[config.mk]
export PLATFORM = sky130hd
export DESIGN_NAME = mem_arbiter
export DESIGN_NICKNAME = d
export VERILOG_FILES = /design/src/rtl/mem_arbiter.sv
export SDC_FILE = /design/constraint.sdc
export NUM_CORES = 1
export LEC_CHECK = 0
export ABC_AREA = 1
export CORE_AREA = 3 3 393 395
export CTS_BUF_LIST = sky130_fd_sc_hd__clkbuf_4
export DETAILED_ROUTE_END_ITERATION = 8
export DIE_AREA = 0 0 396 398
export GPL_TIMING_DRIVEN = 1
export PLACE_DENSITY = 0.31
export SLEW_MARGIN = 20
export SYNTH_ARGS = -nofsm -noshare
export SYNTH_HDL_FRONTEND = slang
export SYNTH_SLANG_ARGS = --single-unit
[constraint.sdc]
create_clock -name clk -period 2.1 [get_ports clk]
set_input_delay 0.63 -clock clk [delete_from_list [all_inputs] [get_ports clk]]
set_output_delay 0.63 -clock clk [all_outputs]
set_load 0.05 [all_outputs]
[src/rtl/mem_arbiter.sv]
// Two-way arbiter and latency-emulating sequencer in front of the single-port line memory.
// Define MEM_ARB_RR_EN for round-robin arbitration; otherwise dcache has fixed priority.
module mem_arbiter #(
  parameter int ADDR_SIZE   = 32,
  parameter int WD_SIZE     = 128,
  parameter int MEM_LATENCY = 5
) (
  input  logic                 clk,
  input  logic                 reset,
  input  logic                 ic_req,
  input  logic [ADDR_SIZE-1:0] ic_addr,
  output logic                 ic_rsp_valid,
  output logic [WD_SIZE-1:0]   ic_rsp_data,
  input  logic                 dc_req,
  input  logic                 dc_rd_wr,
  input  logic [ADDR_SIZE-1:0] dc_addr,
  input  logic [WD_SIZE-1:0]   dc_wr_data,
  input  logic [WD_SIZE-1:0]   dc_wr_keep,
  output logic                 dc_rsp_valid,
  output logic [WD_SIZE-1:0]   dc_rsp_data,
  output logic [ADDR_SIZE-1:0] mem_addr,
  output logic                 mem_op_rd_wr,
  output logic                 mem_op_en,
  output logic [WD_SIZE-1:0]   mem_wr_data,
  output logic [WD_SIZE-1:0]   mem_wr_keep,
  input  logic [WD_SIZE-1:0]   mem_rd_data,
  output logic                 busy
);

  typedef enum logic [1:0] {
    ST_IDLE   = 2'd0,
    ST_BUSY   = 2'd1,
    ST_ACCESS = 2'd2,
    ST_RESP   = 2'd3
  } state_t;

  localparam logic [3:0] LAT_LOAD = 4'(MEM_LATENCY);
  localparam logic       WIN_IC   = 1'b0;
  localparam logic       WIN_DC   = 1'b1;

  state_t               state_q, state_d;
  logic [3:0]           cnt_q, cnt_d;
  logic                 win_q, win_d;
  logic [ADDR_SIZE-1:0] mem_addr_q, mem_addr_d;
  logic                 mem_op_rd_wr_q, mem_op_rd_wr_d;
  logic                 mem_op_en_q, mem_op_en_d;
  logic [WD_SIZE-1:0]   mem_wr_data_q, mem_wr_data_d;
  logic [WD_SIZE-1:0]   mem_wr_keep_q, mem_wr_keep_d;
  logic                 ic_rsp_valid_q, ic_rsp_valid_d;
  logic                 dc_rsp_valid_q, dc_rsp_valid_d;
  logic [WD_SIZE-1:0]   ic_rsp_data_q, ic_rsp_data_d;
  logic [WD_SIZE-1:0]   dc_rsp_data_q, dc_rsp_data_d;
  logic                 busy_q, busy_d;
  logic                 grant_dc_s;
`ifdef MEM_ARB_RR_EN
  logic                 rr_last_q, rr_last_d;
`endif

  // Arbitration decision, only consumed in IDLE
  always_comb begin
    grant_dc_s = 1'b0;
`ifdef MEM_ARB_RR_EN
    if (ic_req && dc_req) begin
      grant_dc_s = (rr_last_q == WIN_IC);
    end else begin
      grant_dc_s = dc_req;
    end
`else
    grant_dc_s = dc_req;
`endif
  end

  // Next-state and registered-output computation
  always_comb begin
    state_d        = state_q;
    cnt_d          = cnt_q;
    win_d          = win_q;
    mem_addr_d     = mem_addr_q;
    mem_op_rd_wr_d = mem_op_rd_wr_q;
    mem_wr_data_d  = mem_wr_data_q;
    mem_wr_keep_d  = mem_wr_keep_q;
    mem_op_en_d    = 1'b0;
    ic_rsp_valid_d = 1'b0;
    dc_rsp_valid_d = 1'b0;
    ic_rsp_data_d  = ic_rsp_data_q;
    dc_rsp_data_d  = dc_rsp_data_q;
`ifdef MEM_ARB_RR_EN
    rr_last_d      = rr_last_q;
`endif
    case (state_q)
      ST_IDLE: begin
        if (ic_req || dc_req) begin
          state_d = ST_BUSY;
          cnt_d   = LAT_LOAD;
          win_d   = grant_dc_s;
`ifdef MEM_ARB_RR_EN
          rr_last_d = grant_dc_s;
`endif
          if (grant_dc_s) begin
            mem_addr_d     = dc_addr;
            mem_op_rd_wr_d = dc_rd_wr;
            mem_wr_data_d  = dc_wr_data;
            mem_wr_keep_d  = dc_wr_keep;
          end else begin
            mem_addr_d     = ic_addr;
            mem_op_rd_wr_d = 1'b0;
            mem_wr_data_d  = {WD_SIZE{1'b0}};
            mem_wr_keep_d  = {WD_SIZE{1'b0}};
          end
        end else begin
          state_d = ST_IDLE;
        end
      end
      ST_BUSY: begin
        // Counter parks at 1 rather than wrapping; it is reloaded on the next grant
        if (cnt_q <= 4'd1) begin
          state_d     = ST_ACCESS;
          mem_op_en_d = 1'b1;
        end else begin
          cnt_d = cnt_q - 4'd1;
        end
      end
      ST_ACCESS: begin
        state_d = ST_RESP;
        if (win_q == WIN_DC) begin
          dc_rsp_valid_d = 1'b1;
          dc_rsp_data_d  = mem_op_rd_wr_q ? {WD_SIZE{1'b0}} : mem_rd_data;
        end else begin
          ic_rsp_valid_d = 1'b1;
          ic_rsp_data_d  = mem_op_rd_wr_q ? {WD_SIZE{1'b0}} : mem_rd_data;
        end
      end
      ST_RESP: begin
        state_d = ST_IDLE;
      end
      default: begin
        state_d = ST_IDLE;
      end
    endcase
    busy_d = (state_d != ST_IDLE);
  end

  // State and output registers with synchronous reset
  always_ff @(posedge clk) begin
    if (reset) begin
      state_q        <= ST_IDLE;
      cnt_q          <= 4'd0;
      win_q          <= WIN_IC;
      mem_addr_q     <= {ADDR_SIZE{1'b0}};
      mem_op_rd_wr_q <= 1'b0;
      mem_op_en_q    <= 1'b0;
      mem_wr_data_q  <= {WD_SIZE{1'b0}};
      mem_wr_keep_q  <= {WD_SIZE{1'b0}};
      ic_rsp_valid_q <= 1'b0;
      dc_rsp_valid_q <= 1'b0;
      ic_rsp_data_q  <= {WD_SIZE{1'b0}};
      dc_rsp_data_q  <= {WD_SIZE{1'b0}};
      busy_q         <= 1'b0;
`ifdef MEM_ARB_RR_EN
      rr_last_q      <= WIN_IC;
`endif
    end else begin
      state_q        <= state_d;
      cnt_q          <= cnt_d;
      win_q          <= win_d;
      mem_addr_q     <= mem_addr_d;
      mem_op_rd_wr_q <= mem_op_rd_wr_d;
      mem_op_en_q    <= mem_op_en_d;
      mem_wr_data_q  <= mem_wr_data_d;
      mem_wr_keep_q  <= mem_wr_keep_d;
      ic_rsp_valid_q <= ic_rsp_valid_d;
      dc_rsp_valid_q <= dc_rsp_valid_d;
      ic_rsp_data_q  <= ic_rsp_data_d;
      dc_rsp_data_q  <= dc_rsp_data_d;
      busy_q         <= busy_d;
`ifdef MEM_ARB_RR_EN
      rr_last_q      <= rr_last_d;
`endif
    end
  end

  assign ic_rsp_valid = ic_rsp_valid_q;
  assign ic_rsp_data  = ic_rsp_data_q;
  assign dc_rsp_valid = dc_rsp_valid_q;
  assign dc_rsp_data  = dc_rsp_data_q;
  assign mem_addr     = mem_addr_q;
  assign mem_op_rd_wr = mem_op_rd_wr_q;
  assign mem_op_en    = mem_op_en_q;
  assign mem_wr_data  = mem_wr_data_q;
  assign mem_wr_keep  = mem_wr_keep_q;
  assign busy         = busy_q;

endmodule

==> results.py, run 1 <==
metrics = {
    "finish": {
        "syn_to_final_growth_pct": 113,
        "multi_input_area_sq_um": 6540,
        "drive_gt1_frac": 0.371,
        "final_nets": 4428,
        "seq_area_sq_um": 11900,
        "nFillCells": 16511,
        "fin_cells": 6133,
        "stdcell_area_sq_um": 42100,
        "utilization": 0.278,
    },
    "detailed_routing": {
        "vias": 22058,
        "ant_nets": 0,
        "drc": 0,
        "via_per_inst": 3.60,
        "dr.pass1.iters": 4,
        "drtIter0Drc": 836,
        "wl_microns": 115000,
        "post_drt_wl_per_cell_microns": 18.7,
    },
    "timing": {
        "finalWorstSetupSlack_ps": -145,
        "finalCritPeriodShare": 1.07,
        "worstMarginPinSlew_ps": 993,
        "finalHoldViolCount": 0,
        "slew_headroom": 0.338,
        "rsz0062_at_grt": "yes",
        "holdWs_ps": 201,
        "max_freq_ghz": 0.446,
        "setup_viol": 549,
        "finalMaxSlewViolations": 0,
        "min_period_ps": 2240,
        "fin_worst_skew_ps": 67.9,
    },
    "global_route": {
        "grt_max_degree": 148,
        "grt_pass1_wl_microns": 163000,
        "gr-total-overflow": 0,
        "grt_usage": 0.141,
        "antenna_found_initial": 12,
        "grt_pass1_vias": 23119,
    },
    "floorplan": {
        "die_w_microns": 396,
        "initial_core_util": 0.130,
        "die-area_sq_um": 158000,
        "boundaryPins": 1002,
        "die_h_microns": 398,
        "core_area_sq_um": 152000,
        "rows": 143,
    },
    "clocking": {
        "clk_path_buf_depth": 3,
        "cts_tree": "yes",
        "cts_root_buffer": "clkbuf_4",
        "cts_sinks": 556,
        "ctsHtreeMaxLevel": 4,
        "worstSkewPairLatency_ps": 1090,
        "cts_buffers": 178,
        "cts.clk_slew.worst_paths_ps": 60,
    },
    "min_path": {
        "hold_class": "input pin to register",
    },
    "synth": {
        "netlist_top_cells_count": "603 x nand2_1, 556 x dfxtp_1, 340 x inv_1",
        "yosysMostFrequentCell": "nand2_1",
        "synth.distinct_cells": 23,
        "async_reset_ff_frac": 0,
        "syn_inst": 2505,
        "ys_top_cells_by_area": "dfxtp_1 56%, nand2_1 11%, a21oi_1 7.3%, inv_1 6.5%, o21ai_0 5.3%",
        "ys_warn_count": 0,
        "ys_ff_latch": 556,
        "yosysTopAreaCellShare": 0.564,
        "synth_edf_count": 0,
        "synthesis.nets": 2960,
        "ys_seq_area_frac": 0.564,
        "synth_flop_cell": "dfxtp_1",
        "netlist_area_sq_um": 19700,
        "syn_avg_cell_area_sq_um": 7.88,
        "synth_top_area_cell": "dfxtp_1",
    },
    "critical_path": {
        "critical_path_buf_inv_count": 1,
        "slowest_stage": "dfxtp_2",
        "critPathRequiredTime_ps": 1470,
        "cp_cell_sequence": "buf_12",
        "setup.worst_path.end_class": "primary output",
        "path_delay_family": "flip-flops",
        "arrival_ps": 1610,
        "worstSetupPathType": "register to primary output",
        "cpPeakStageDelay_ps": 360,
        "cp_max_fo": 2,
        "startpoint_type": "register",
    },
    "placement": {
        "post-place-ws_ps": -48.7,
        "dp.cells": 5434,
        "post-dp-hpwl_microns": 85400,
        "port_buffers": 1001,
        "place_area_sq_um": 31000,
        "place_congestion": 0.769,
    },
    "run": {
        "drv_cap": 0,
    },
    "power": {
        "peakVddDrop_mv": 0.497,
        "power.leakage_nw": 17.8,
        "powerDensity_nw_per_um2": 989,
    },
    "status": {
        "failed_checks": "setup timing",
        "status": "finished with violations",
    },
}
report_power, final:
| part | internal [W] | switching, W | total [W] |
|---|---|---|---|
| clock | 0.00584 | 0.00541 | 0.0113 |
| combinational | 0.00671 | 0.00978 | 0.0165 |
| sequential | 0.0125 | 0.00140 | 0.0139 |
cells in the final DEF, fill, tap and decap left out, types with 96 or more instances in the layout:
master / Yosys / layout
clkdlybuf4s50_1: 0 / 450
clkbuf_4: 0 / 263
o21ai_0: 209 / 209
buf_4: 25 / 96
inv_1: 340 / 339
buf_8: 0 / 482
dfxtp_2: 0 / 535
a21oi_1: 287 / 287
nand2_1: 603 / 601
dlygate4sd3_1: 0 / 335
o21ai_1: 199 / 199
cell families (layout without fill, tap and decap cells):
| family | Yosys count | count (layout) | synth area share |
|---|---|---|---|
| AND/OR/NAND/NOR | 702 | 702 | 0.135 |
| buffers and inverters | 515 | 2096 | 0.107 |
| AO/OA/AOI/OAI | 698 | 698 | 0.178 |
| flip-flops | 556 | 556 | 0.564 |
| other | 0 | 17 | 0 |
| multiplexers | 32 | 32 | 0.0162 |
| adder cells (fa/ha/maj) | 2 | 2 | 0.00127 |
path summary, 6_finish.rpt:
| kind | start | end | slack, ps | cells past startpoint |
|---|---|---|---|---|
| max | mem_wr_data[28] | mem_wr_data[28] | -140 | 1 |
| min | mem_rd_data[44] | ic_rsp_data[44] | 200 | 5 |
| max reg2reg | state_q[0] | mem_addr[20] | 280 | 7 |
| min reg2reg | mem_wr_keep[24] | mem_wr_keep[24] | 470 | 2 |
cell type report:
cell class,instances,share of cell area
Multi-Input combinational cell,1434,0.155
Inverter,345,0.0311
Tap cell,2030,0.0603
Clock inverter,30,0.00562
Clock buffer,263,0.0469
Timing Repair Buffer,1458,0.418
Sequential cell,556,0.282
Antenna cell,17,0.00101
registers in the layout (all words and copies together), names as in the netlist:
name	count
mem_op_rd_wr	1
mem_addr	32
busy	1
mem_op_en	1
ic_rsp_valid	1
dc_rsp_valid	1
mem_wr_data	128
ic_rsp_data	128
state_q	2
dc_rsp_data	128
cnt_q	4
mem_wr_keep	128
win_q	1
stage by stage:
stage / setup TNS, ps / power [W]
floorplan: 0 / 0.0212
global placement: -938 / 0.0271
detailed placement: -1680 / 0.0270
CTS: -170720 / 0.0425
global route: -173780 / 0.0440
finish: -44570 / 0.0416
routing by layer:
metal	track usage	up-vias	part of all wire	routed length, microns
li1	-	10939	-	-
met2	0.254	673	0.52	59700
met5	0	-	0.00014	16
met4	0.0487	2	0.029	3280
met1	0.154	10244	0.38	44000
met3	0.0458	200	0.067	7670
what timing repair did:
| item | 4_1_cts | 5_1_grt |
|---|---|---|
| gates resized for setup | 1691 | 28 |
| endpoints found under the setup margin | 549 | 549 |
| hold buffers | 335 | 0 |
| endpoints found under the hold margin | 386 | 0 |
| buffers inserted | 18 | 36 |
| pin swaps | 0 | 0 |
Note: power is estimated with default switching activity, not from simulation.
==> run 2, diff against run 1 <==
--- a/config.mk
+++ b/config.mk
@@ -11,6 +11,7 @@
 export DETAILED_ROUTE_END_ITERATION = 8
 export DIE_AREA = 0 0 396 398
 export GPL_TIMING_DRIVEN = 1
+export HOLD_SLACK_MARGIN = 0.03
 export PLACE_DENSITY = 0.31
 export SLEW_MARGIN = 20
 export SYNTH_ARGS = -nofsm -noshare
==> results.py, run 2 (synthesis gave the netlist of run 1 again) <==
metrics = {
    "status": {
        "status": "finished with violations",
        "failed_checks": "setup timing",
    },
    "global_route": {
        "grt_max_degree": 148,
        "grt_pass1_wl_microns": 164000,
        "grt_pass1_vias": 23418,
        "grt_usage": 0.141,
        "antenna_found_initial": 14,
        "gr-total-overflow": 0,
    },
    "clocking": {
        "cts_tree": "yes",
        "clk_path_buf_depth": 3,
        "cts_sinks": 556,
        "cts.clk_slew.worst_paths_ps": 70,
        "ctsHtreeMaxLevel": 4,
        "cts_buffers": 178,
        "cts_root_buffer": "clkbuf_4",
        "worstSkewPairLatency_ps": 1090,
    },
    "critical_path": {
        "setup.worst_path.end_class": "primary output",
        "slowest_stage": "dfxtp_2",
        "cpPeakStageDelay_ps": 360,
        "crit_cells": 1,
        "reg2reg_depth": 7,
        "worstSetupPathType": "register to primary output",
        "path_delay_family": "flip-flops",
        "reg2reg_to": "mem_addr[20]",
        "regToRegSetupSlack_ps": 250,
        "cp_max_fo": 2,
        "critPathRequiredTime_ps": 1470,
        "cp_cell_sequence": "buf_12",
        "worstReg2RegStart": "state_q[0]",
        "startpoint_type": "register",
        "critical_path_buf_inv_count": 1,
        "arrival_ps": 1610,
    },
    "floorplan": {
        "die-area_sq_um": 158000,
        "die_w_microns": 396,
        "initial_core_util": 0.130,
        "die_h_microns": 398,
        "core_area_sq_um": 152000,
        "boundaryPins": 1002,
        "rows": 143,
    },
    "timing": {
        "finalMaxSlewViolations": 0,
        "finalWorstSetupSlack_ps": -138,
        "worstMarginPinSlew_ps": 994,
        "rsz0062_at_grt": "yes",
        "setup_viol": 549,
        "finalCritPeriodShare": 1.07,
        "slew_headroom": 0.337,
        "fin_worst_skew_ps": 68.8,
        "finalHoldViolCount": 0,
        "min_period_ps": 2240,
        "max_freq_ghz": 0.447,
    },
    "detailed_routing": {
        "dr.pass1.iters": 5,
        "ant_nets": 0,
        "drtIter0Drc": 821,
        "drc": 0,
        "post_drt_wl_per_cell_microns": 18.5,
        "vias": 22299,
        "wl_microns": 115000,
        "via_per_inst": 3.60,
    },
    "placement": {
        "place_congestion": 0.769,
        "dp.cells": 5434,
        "port_buffers": 1001,
        "post-place-ws_ps": -48.7,
        "post-dp-hpwl_microns": 85400,
        "place_area_sq_um": 31000,
    },
    "finish": {
        "stdcell_area_sq_um": 42800,
        "drive_gt1_frac": 0.365,
        "final_cell_mix": "601 x nand2_1, 535 x dfxtp_2, 482 x buf_8, 450 x clkdlybuf4s50_1, 401 x dlygate4sd3_1",
        "multi_input_area_sq_um": 6540,
        "nFillCells": 16488,
        "seq_area_sq_um": 11900,
        "fin_cells": 6200,
        "layout_commonest_cell": "nand2_1",
        "syn_to_final_growth_pct": 117,
        "final_nets": 4494,
        "utilization": 0.282,
    },
    "power": {
        "sw_frac_of_total": 0.398,
        "seqPwrFrac": 0.333,
        "pwr-share-comb": 0.398,
        "p_int_w": 0.0251,
        "switchingPower_w": 0.0166,
        "pwr-share-clk": 0.269,
        "p_total_w": 0.0417,
        "power.leakage_nw": 18.1,
        "powerDensity_nw_per_um2": 976,
        "peakVddDrop_mv": 0.497,
    },
    "run": {
        "drv_cap": 0,
    },
    "min_path": {
        "hold_class": "input pin to register",
        "hold_path.startpoint": "dc_wr_data[26]",
        "hold_path_depth": 3,
        "min_to": "mem_wr_data[26]",
    },
}
[run 2: cell types whose count changed in the layout (fill, tap and decap cells not counted)]
cell	before	now
dlygate4sd3_1	335	401
diode_2	17	18
[run 2: how the worst max path moves through the flow]
stage,start,end,slack [ps]
6_report,mem_wr_data[28],mem_wr_data[28],-140
3_5_place_dp,ic_req,mem_wr_keep[49],-50
2_1_floorplan,dc_req,mem_addr[24],450
3_3_place_gp,ic_req,mem_wr_keep[98],-40
4_1_cts,mem_addr[31],mem_addr[31],-400
5_1_grt,mem_addr[31],mem_addr[31],-390
[run 2: metal layers]
layer	part of all wire	global-route usage	vias up
li1	-	-	11067
met1	0.39	0.156	10350
met2	0.52	0.254	677
met3	0.064	0.0447	203
met4	0.029	0.0505	2
met5	0.00014	0	-
[run 2: timing repair]
item                                   4_1_cts  5_1_grt
hold buffers                               401        0
setup endpoints to repair                  549      549
setup buffers                               18       36
gates resized for setup                   1691       28
endpoints found under the hold margin      474        0
gates cloned                                 0        0
pin swaps                                    0        0
[run 2: power groups by stage]
stage                     registers (W)  clock network (W)  logic, W
after floorplan                  0.0183                  0   0.00294
final                            0.0139             0.0112    0.0166
after CTS                        0.0139             0.0120    0.0168
after global routing             0.0141             0.0125    0.0175
after detailed placement         0.0132                  0    0.0138
after global placement           0.0132                  0    0.0138
[run 2: through the flow]
stage | hold WS [ps] | TNS (ps)
after floorplan | 450 | 0
after global placement | 441 | -938
after detailed placement | 445 | -1680
after CTS | 30.3 | -170720
after global routing | 53.7 | -173770
final | 225 | -44630
[run 2: worst register-to-register path: stages (launching register included)]
cell           delay, ps
dfxtp_1              330
nor2_2               250
o21ai_4              100
inv_2                110
buf_12               210
o21ai_0              130
a21oi_1              130
dlygate4sd3_1        550
[run 2: area by class of cell]
type	instances	area share
inverter	345	0.0306
tap	2030	0.0594
clock buffer	263	0.0462
antenna	18	0.00105
sequential	556	0.277
timing repair buffer	1524	0.427
clock inverter	30	0.00553
multi-input combinational	1434	0.153
